==> src/rtl/wb_pkg.sv <==
// Shared definitions for the Wishbone burst master.
//   wb_state_e : control-FSM state encoding (IDLE, FETCH, STROBE, FINISH)
//   byte_inc() : address step per beat, in bytes, for a given data width
package wb_pkg;

  typedef enum logic [1:0] {
    ST_IDLE   = 2'd0,
    ST_FETCH  = 2'd1,
    ST_STROBE = 2'd2,
    ST_FINISH = 2'd3
  } wb_state_e;

  localparam int unsigned BITS_PER_BYTE = 8;

  // Byte-addressed bus: each beat moves the address by one data word.
  function automatic int unsigned byte_inc(input int unsigned data_w);
    return data_w / BITS_PER_BYTE;
  endfunction

endpackage

==> src/rtl/wb_timeout_ctr.sv <==
// Counts consecutive cycles in which a strobe is outstanding without a slave
// response, and flags expiry on the TIMEOUT-th such cycle.
// Ports:
//   clk_i   in  clock, rising edge
//   rst_i   in  synchronous active-high reset
//   clr     in  clear the count (slave responded, or no strobe outstanding)
//   en      in  count this cycle (strobe outstanding, no response)
//   expired out high in the cycle the count reaches TIMEOUT
module wb_timeout_ctr #(
  parameter int unsigned TIMEOUT = 16
) (
  input  logic clk_i,
  input  logic rst_i,
  input  logic clr,
  input  logic en,
  output logic expired
);

  localparam int unsigned CNT_W = $clog2(TIMEOUT + 1);
  localparam logic [CNT_W-1:0] LAST = CNT_W'(TIMEOUT - 1);

  logic [CNT_W-1:0] cnt_q, cnt_d;

  // cnt_q holds the idle cycles already elapsed, so the current idle cycle is
  // number cnt_q+1; expiry fires combinationally on the TIMEOUT-th one.
  assign expired = en && (cnt_q == LAST);

  always_comb begin
    cnt_d = cnt_q;
    if (clr) begin
      cnt_d = '0;
    end else if (en) begin
      cnt_d = cnt_q + CNT_W'(1);
    end
  end

  always_ff @(posedge clk_i) begin
    if (rst_i) begin
      cnt_q <= '0;
    end else begin
      cnt_q <= cnt_d;
    end
  end

endmodule

==> src/rtl/wb_burst_master.sv <==
// Wishbone (classic, byte-addressed) burst master. Accepts a read or write
// request of 1..MAX_BURST beats from the core side, runs the beats on the
// bus one at a time, and reports completion with a one-cycle done pulse.
// Ports:
//   clk_i, rst_i                       clock / synchronous active-high reset
//   req_valid, req_ready               request handshake (accepted when both high)
//   req_we, req_addr, req_len          request direction, start address, beat count
//   wdata_valid, wdata, wdata_ready    write-data handshake, one word per beat
//   rdata_valid, rdata                 read beat data, one-cycle pulse per beat
//   done, err                          request finished pulse; err = aborted
//   adr_o, dat_o, sel_o, we_o,
//   stb_o, cyc_o                       Wishbone master outputs
//   dat_i, ack_i, err_i                Wishbone slave responses
module wb_burst_master
  import wb_pkg::*;
#(
  parameter int unsigned ADDR_W    = 26,
  parameter int unsigned DATA_W    = 32,
  parameter int unsigned MAX_BURST = 8,
  parameter int unsigned TIMEOUT   = 16
) (
  input  logic                        clk_i,
  input  logic                        rst_i,
  input  logic                        req_valid,
  output logic                        req_ready,
  input  logic                        req_we,
  input  logic [ADDR_W-1:0]           req_addr,
  input  logic [$clog2(MAX_BURST):0]  req_len,
  input  logic                        wdata_valid,
  input  logic [DATA_W-1:0]           wdata,
  output logic                        wdata_ready,
  output logic                        rdata_valid,
  output logic [DATA_W-1:0]           rdata,
  output logic                        done,
  output logic                        err,
  output logic [ADDR_W-1:0]           adr_o,
  output logic [DATA_W-1:0]           dat_o,
  output logic [DATA_W/8-1:0]         sel_o,
  output logic                        we_o,
  output logic                        stb_o,
  output logic                        cyc_o,
  input  logic [DATA_W-1:0]           dat_i,
  input  logic                        ack_i,
  input  logic                        err_i
);

  localparam int unsigned      LEN_W    = $clog2(MAX_BURST) + 1;
  localparam logic [ADDR_W-1:0] ADR_STEP = ADDR_W'(byte_inc(DATA_W));

  wb_state_e           state_q, state_d;
  logic                we_q, we_d;
  logic [ADDR_W-1:0]   adr_q, adr_d;
  logic [DATA_W-1:0]   dat_q, dat_d;
  logic [LEN_W-1:0]    rem_q, rem_d;
  logic [DATA_W-1:0]   rdata_q, rdata_d;
  logic                rvld_q, rvld_d;
  logic                err_q, err_d;

  logic tmo_en, tmo_clr, tmo_expired;

  // Out-of-range lengths (zero or above MAX_BURST) fall back to a single beat.
  function automatic logic [LEN_W-1:0] norm_len(input logic [LEN_W-1:0] len);
    if ((len == '0) || (len > LEN_W'(MAX_BURST))) begin
      return LEN_W'(1);
    end
    return len;
  endfunction

  // Only a strobe left unanswered counts towards the timeout; waiting for
  // core write data in FETCH never does.
  assign tmo_en  = (state_q == ST_STROBE) && !ack_i && !err_i;
  assign tmo_clr = !tmo_en;

  wb_timeout_ctr #(
    .TIMEOUT (TIMEOUT)
  ) u_timeout (
    .clk_i   (clk_i),
    .rst_i   (rst_i),
    .clr     (tmo_clr),
    .en      (tmo_en),
    .expired (tmo_expired)
  );

  always_comb begin
    state_d     = state_q;
    we_d        = we_q;
    adr_d       = adr_q;
    dat_d       = dat_q;
    rem_d       = rem_q;
    rdata_d     = rdata_q;
    rvld_d      = 1'b0;
    err_d       = err_q;
    req_ready   = 1'b0;
    wdata_ready = 1'b0;
    cyc_o       = 1'b0;
    stb_o       = 1'b0;
    sel_o       = '0;
    done        = 1'b0;

    case (state_q)
      ST_IDLE: begin
        req_ready = 1'b1;
        if (req_valid) begin
          we_d    = req_we;
          adr_d   = req_addr;
          rem_d   = norm_len(req_len);
          err_d   = 1'b0;
          state_d = req_we ? ST_FETCH : ST_STROBE;
        end
      end

      ST_FETCH: begin
        cyc_o       = 1'b1;
        wdata_ready = 1'b1;
        if (wdata_valid) begin
          dat_d   = wdata;
          state_d = ST_STROBE;
        end
      end

      ST_STROBE: begin
        cyc_o = 1'b1;
        stb_o = 1'b1;
        sel_o = '1;
        // A bus error outranks an ack in the same cycle; timeout is an abort too.
        if (err_i || tmo_expired) begin
          err_d   = 1'b1;
          state_d = ST_FINISH;
        end else if (ack_i) begin
          if (!we_q) begin
            rdata_d = dat_i;
            rvld_d  = 1'b1;
          end
          adr_d = adr_q + ADR_STEP;
          rem_d = rem_q - LEN_W'(1);
          if (rem_q == LEN_W'(1)) begin
            state_d = ST_FINISH;
          end else if (we_q) begin
            state_d = ST_FETCH;
          end
        end
      end

      ST_FINISH: begin
        done    = 1'b1;
        state_d = ST_IDLE;
      end

      default: begin
        state_d = ST_IDLE;
      end
    endcase
  end

  always_ff @(posedge clk_i) begin
    if (rst_i) begin
      state_q <= ST_IDLE;
      we_q    <= 1'b0;
      adr_q   <= '0;
      dat_q   <= '0;
      rem_q   <= '0;
      rdata_q <= '0;
      rvld_q  <= 1'b0;
      err_q   <= 1'b0;
    end else begin
      state_q <= state_d;
      we_q    <= we_d;
      adr_q   <= adr_d;
      dat_q   <= dat_d;
      rem_q   <= rem_d;
      rdata_q <= rdata_d;
      rvld_q  <= rvld_d;
      err_q   <= err_d;
    end
  end

  assign we_o        = we_q;
  assign adr_o       = adr_q;
  assign dat_o       = dat_q;
  assign rdata       = rdata_q;
  assign rdata_valid = rvld_q;
  assign err         = err_q;

endmodule

==> config.mk <==
export PLATFORM = sky130hd
export DESIGN_NAME = wb_burst_master
export DESIGN_NICKNAME = d
export VERILOG_FILES = /design/src/rtl/wb_pkg.sv /design/src/rtl/wb_timeout_ctr.sv /design/src/rtl/wb_burst_master.sv
export SDC_FILE = /design/constraint.sdc
export NUM_CORES = 1
export LEC_CHECK = 0
export BUFFER_PORTS_ARGS = -buffer_cell sky130_fd_sc_hd__buf_4
export CAP_MARGIN = 20
export CORE_ASPECT_RATIO = 1.4
export CORE_MARGIN = 2
export CORE_UTILIZATION = 52
export CTS_CLUSTER_SIZE = 20
export DETAILED_ROUTE_END_ITERATION = 10
export HOLD_SLACK_MARGIN = 0.03
export PLACE_DENSITY = 0.86
export SLEW_MARGIN = 20
export SYNTH_ARGS = -nofsm -noshare
export SYNTH_HDL_FRONTEND = slang
export SYNTH_SLANG_ARGS = --single-unit
==> constraint.sdc <==
create_clock -name clk_i -period 4.05 [get_ports clk_i]
set_input_delay 0.6075 -clock clk_i [delete_from_list [all_inputs] [get_ports clk_i]]
set_output_delay 0.6075 -clock clk_i [all_outputs]
set_load 0.005 [all_outputs]
## Word level (Yosys, flattened, before mapping)

Cells that the tools add are included.

- Multiply operators: 0
- Shifts and indexed selects: 0
- Bitwise operators: 5
- Muxes and demuxes: 31
- Div/mod/pow operators: 0
- Magnitude comparators: 1
- Equality and inequality tests: 12
- Add/sub/neg operators: 3
- Reduce and logical (&&, ||, !) cells: 19

Operators by type and width:

| kind | number |
|---|---|
| $mux 26 | 3 |
| $pmux 26 s2 | 1 |
| $add 26x3->26 const B | 1 |
| $mux 4 | 6 |
| $mux 2 | 7 |
| $reduce_and 4->1 | 3 |
| $mux 1 | 11 |
| $ne 2x2->1 const B | 4 |
| $pmux 2 s4 | 1 |
| $pmux 4 s2 | 1 |
| $add 5x1->5 const B | 1 |
| $eq 5x4->1 const B | 1 |
| $not 1->1 | 5 |
| $eq 2x2->1 const B | 2 |
| $eq 4x1->1 const B | 1 |
| $gt 4x4->1 const B | 1 |
| $logic_not 4->1 | 1 |
| $ne 4x2->1 const B | 1 |
| $reduce_and 2->1 | 2 |
| $reduce_or 2->1 | 2 |
| $reduce_or 4->1 | 1 |
| $sub 4x1->4 const B | 1 |
| $logic_and 1x1->1 | 3 |
| $ne 3x2->1 const B | 1 |
| 8 further kinds | 10 |

- Word-level logic and storage cells: 80
- Bits in latches: 0
- Bits in read-only memories: 0
- Memories kept: 0
- Bits in writable memories: 0
- Input port bits: 101
- Register bits: 104
- Output and inout port bits: 102

## Logic depth before layout (Yosys ltp)

- Word-level depth: 8
- Depth in mapped cells: 9
- Gate-level depth less buffers: 7

## Modules after synthesis

From an unflattened synthesis, not the netlist that was laid out.

- Cells, all modules: 627
- Area, all modules: 4,829.6 um2

By module, submodules not included:

| module | cells each | area each (um2) | seq. area each (um2) | times used |
|---|---|---|---|---|
| wb_burst_master | 603 | 4,549.4 | 1,981.9 | 1 |
| wb_timeout_ctr | 24 | 280.3 | 100.1 | 1 |

## Least setup slack after synthesis

OpenSTA, ideal clock, no wires.

- Path kind: register to register
- Start point: register state_q[0]
- End point: register adr_q[22], in the netlist adr_o[22]
- Setup slack: 2.136 ns
- Buffers on the path: 1
- Library setup time: 0.074 ns
- Cell stages (with the launch flop): 8
- Arrival time: 1.840 ns
- Clock period less this slack: 1.914 ns
- Data required time: 3.976 ns
- Cells stage by stage: dfxtp_1 > inv_1 > ha_1 > nor2b_1 > clkbuf_1 > or4_1 > mux2_2 > a31oi_1

- Cells in the longest elaborated chain, start to end: 7
- Elaborated cells between the ends (all ways): 12
- Those cells by class: eq/ne: 4; mux: 1; reduce/logical: 7

RTL lines:

| item | line | source |
|---|---|---|
| start, declared | wb_burst_master.sv:50 | `wb_state_e state_q, state_d;` |
| start signal, assigned | wb_burst_master.sv:166 | `state_q <= state_d;` |
| $eq 2x2->1 | wb_burst_master.sv:71, wb_burst_master.sv:100 |  |
| $logic_and 1x1->1 (2 in series) | wb_burst_master.sv:71 | `assign tmo_en = (state_q == ST_STROBE) && !ack_i && !err_i;` |
| $logic_and 1x1->1 | wb_timeout_ctr.sv:26 | `assign expired = en && (cnt_q == LAST);` |
| $logic_or 1x1->1 | wb_burst_master.sv:126 | `if (err_i \|\| tmo_expired) begin` |
| $ne 2x2->1 (no line) | - |  |
| $reduce_and 4->1 (no line) | - |  |
| end signal, assigned | wb_burst_master.sv:168 | `adr_q <= adr_d;` |
| end, declared | wb_burst_master.sv:52 | `logic [ADDR_W-1:0] adr_q, adr_d;` |

Parallel ways exist; a longest one is shown, timed or not.
A chain may end at the register's enable or synchronous reset.

## Final worst setup path

- Start point: register state_q[1]
- End point: register rem_q[0]

- Cells in the longest elaborated chain, start to end: 7
- Elaborated cells between the ends (all ways): 12
- Those cells by class: eq/ne: 4; mux: 1; reduce/logical: 7

RTL lines:

| item | line | source |
|---|---|---|
| $eq 2x2->1 | wb_burst_master.sv:71, wb_burst_master.sv:100 |  |
| $logic_and 1x1->1 (2 in series) | wb_burst_master.sv:71 |  |
| $logic_and 1x1->1 | wb_timeout_ctr.sv:26 |  |
| $logic_or 1x1->1 | wb_burst_master.sv:126 |  |
| $ne 2x2->1 (no line) | - |  |
| $reduce_and 4->1 (no line) | - |  |
| end signal, assigned | wb_burst_master.sv:170 | `rem_q <= rem_d;` |
| end, declared | wb_burst_master.sv:54 | `logic [LEN_W-1:0] rem_q, rem_d;` |

Parallel ways exist; a longest one is shown, timed or not.

==> results_dict.tcl <==
set metrics [dict create \
    fillCellCount 701 \
    numCtsBuffers 9 \
    grt_pass1_vias 4786 \
    syn_area_sq_um 4800 \
    crit_chain "inv_1 > ha_1 > mux2i_1 > buf_4 > a21oi_1 > o311ai_0 > a21oi_1" \
    cpPeakStageDelay_ns 0.85 \
    cts_tree "built" \
    fmax_ghz 0.365 \
    worstSetupStartpointType "flip-flop" \
    pre_cts_slack_ns 1.36 \
    synth_edf_count 0 \
    critical_path_buf_inv_count 2 \
    cp_max_fo 16 \
    final.period_utilization_pct 67.7 \
    worst_pin_slew_ns 1.11 \
    cp_common_cell "a21oi_1" \
    initial_core_util_pct 53.5 \
    arrival_ns 3.01 \
    grt.overflow.total 0 \
    critPathTopFamily "compound AO/OA/AOI/OAI gates" \
    power-per-cell-area_nw_per_um2 510 \
    finalMaxSlewViolations 0 \
    vias 5175 \
    p_leak_uw 0.00262 \
    p_seq_share_pct 40.7 \
    cts.htree.levels 3 \
    internal_power_uw 2170 \
    cts-hold-fix-buffers 0 \
    die_y_microns 118 \
    min_period_ns 2.74 \
    routed_wl_mm 14.4 \
    hold_viol_final 0 \
    maxCapViolCount 0 \
    grt_setup_unrepaired "no" \
    clk_latency_ns 0.34 \
    status "complete, no violations" \
    dieArea_sq_um 10000 \
    die_w_microns 85.2 \
    syn2layout_area_growth_pct 36.6 \
    first_pass_iters 5 \
    synthCells 615 \
    max_slew_margin_pct 26.3 \
    track_usage_pct 27.2 \
    drive_above_1_share_pct 29.6 \
    post_cts_buffers 0 \
    worstHoldPathType "reg -> reg" \
    syn_nets 725 \
    fin_tns_setup_ns 0 \
    grt_max_degree 68 \
    yosys_warnings 0 \
    worst_path_max_delay_cell "a21oi_1" \
    ios 203 \
    p_total_uw 3350 \
    syn_avg_cell_area_sq_um 7.81 \
    setup_viol 0 \
    routed-wl-met2_mm 7.63 \
    cts_buffer_depth 2 \
    ir_worst_vdd_mv 0.430 \
    clkPwrFrac_pct 24.8 \
    place_congestion 0.863 \
    synth-seq-cells 104 \
    worstPathRequired_ns 4.32 \
    core_area_sq_um 8980 \
    nNetsFinal 891 \
    switching_share_pct 35.3 \
    wl_met3_mm 1.16 \
    dp.final_hpwl_mm 10.4 \
    ant_nets 0 \
    wl_per_cell_microns 16.1 \
    avgViaCountPerCell 5.80 \
    final.setup_skew_ns 0.00548 \
    highest_layer "met4" \
    cts_sinks 104 \
    io_buffers 202 \
    setup_ws_ns 1.31 \
    ys.flop_type "dfxtp_1" \
    cts_root_buffer "clkbuf_16" \
    p_comb_share_pct 34.5 \
    async_reset_ff_share_pct 0 \
    grt_first_pass_wirelength_mm 22.3 \
    yosys.cell_types.count 54 \
    wl_met1_mm 5.06 \
    synth_seq_area_share_pct 43.3 \
    clk_pin_slew_ns 0.07 \
    drtIter0Drc 316 \
    end_kind "flip-flop" \
    p_switching_uw 1180 \
    worstSetupPathType "reg -> reg" \
    placementRows 41 \
    remaining_drc_errors 0 \
    antenna_found_initial 0 \
    cts_resized 0 \
    diodes 0 \
]
[power groups by stage]
stage	Combinational, uW	Clock [uW]	Sequential (uW)
2_1_floorplan	706	0	1330
3_3_place_gp	1110	0	1360
3_5_place_dp	1140	0	1380
4_1_cts	1150	844	1360
5_1_grt	1270	874	1380
6_report	1160	832	1360
[cell usage after synthesis, types with 3 or more instances]
library cell / count / area share, %
a2111oi_0: 3 / 0.55
a211oi_1: 9 / 1.4
a21o_1: 4 / 0.63
a21oi_1: 90 / 9.4
a22oi_1: 9 / 1.4
a31oi_1: 8 / 1.0
and2_1: 5 / 0.65
buf_2: 3 / 0.31
buf_4: 4 / 0.63
clkbuf_1: 41 / 3.2
dfxtp_1: 104 / 43
ha_1: 9 / 2.3
inv_1: 8 / 0.63
mux2_2: 3 / 0.70
mux2i_1: 9 / 1.9
nand2_1: 153 / 12
nand2b_1: 8 / 1.0
nand3_1: 19 / 2.0
nand3b_1: 5 / 0.78
nand4_1: 11 / 1.4
nor2_1: 23 / 1.8
nor2b_1: 8 / 1.0
nor3_1: 8 / 0.83
nor3b_1: 9 / 1.4
nor4_1: 7 / 0.91
o21a_1: 3 / 0.47
o21ai_0: 8 / 0.83
o22ai_1: 6 / 0.78
or3_1: 3 / 0.39
[layout by cell type (no fill, tap or decap), types with 3 or more instances in the layout]
| master | instances |
|---|---|
| o21ai_0 | 8 |
| a211oi_1 | 9 |
| mux2i_1 | 9 |
| and2_1 | 5 |
| nand2b_1 | 8 |
| mux2_2 | 3 |
| o21a_1 | 3 |
| nand3b_1 | 5 |
| nand4_1 | 11 |
| nand2_1 | 153 |
| a21oi_1 | 90 |
| nor2b_1 | 8 |
| nor3_1 | 8 |
| a2111oi_0 | 3 |
| clkbuf_16 | 9 |
| nand3_1 | 19 |
| a21o_1 | 4 |
| a22oi_1 | 9 |
| a31oi_1 | 8 |
| o22ai_1 | 6 |
| buf_4 | 206 |
| dfxtp_1 | 104 |
| nor2_1 | 22 |
| nor3b_1 | 9 |
| nor4_1 | 7 |
| inv_1 | 8 |
| ha_1 | 8 |
| or3_1 | 3 |
[cells by family after synthesis]
logic type / share of synthesized area (%)
muxes: 2.58
xor gates and xnor gates: 0.547
adders and majority gates: 2.34
DFF: 43.3
and+or+nand+nor: 26.8
AOI/OAI and AO/OA: 19.3
buffers and inverters: 5.03
[metrics by stage]
stage	hold slack [ns]	cell area [sq um]	cells	utilization, %
6_report	0.454	6560	893	73.1
4_1_cts	0.458	6560	893	73.1
3_5_place_dp	0.448	6280	877	69.9
2_1_floorplan	0.418	4800	615	-
5_1_grt	0.480	6560	893	73.1
3_3_place_gp	0.428	6280	877	69.9
[tightest hold or removal path, cell delays in order, from the launching register on]
cell and delay (ns):
dfxtp_1 0.31, nand2_1 0.05, a21oi_1 0.05
[final cells by class]
type	count	area [sq um]	share of cell area (%)
multi-input cells	452	2490	37.9
flip-flops and latches	104	2080	31.7
repair buffers	206	1550	23.6
clock buffers	13	260	3.96
well taps	107	134	2.04
inverters	8	30.0	0.457
clock inverters	3	25.0	0.381
[state kept, by name, summed over array words and instances, names as in the netlist]
name             cells
rem_q                4
state_q              2
u_timeout.cnt_q      5
adr_o               26
dat_o               32
err                  1
we_o                 1
rdata               32
rdata_valid          1
[per-layer routing]
layer / GRT usage, % / vias to the layer above
met5: 0 / -
met4: 15.1 / 0
met3: 5.75 / 50
met2: 48.2 / 238
met1: 29.2 / 2401
li1: - / 2486
[worst paths after layout]
kind | from | to | slack [ns] | depth (start not counted)
worst max register to register | state_q[1]$_SDFFE_PP0P_ | rem_q[0]$_SDFFE_PP0P_ | 1.31 | 7
worst min-delay path | dat_o[26]$_SDFFE_PP0P_ | dat_o[26]$_SDFFE_PP0P_ | 0.45 | 2
worst max-delay path | state_q[1]$_SDFFE_PP0P_ | rem_q[0]$_SDFFE_PP0P_ | 1.31 | 7
worst min register to register | dat_o[26]$_SDFFE_PP0P_ | dat_o[26]$_SDFFE_PP0P_ | 0.45 | 2
(Power assumes the default switching activity.)
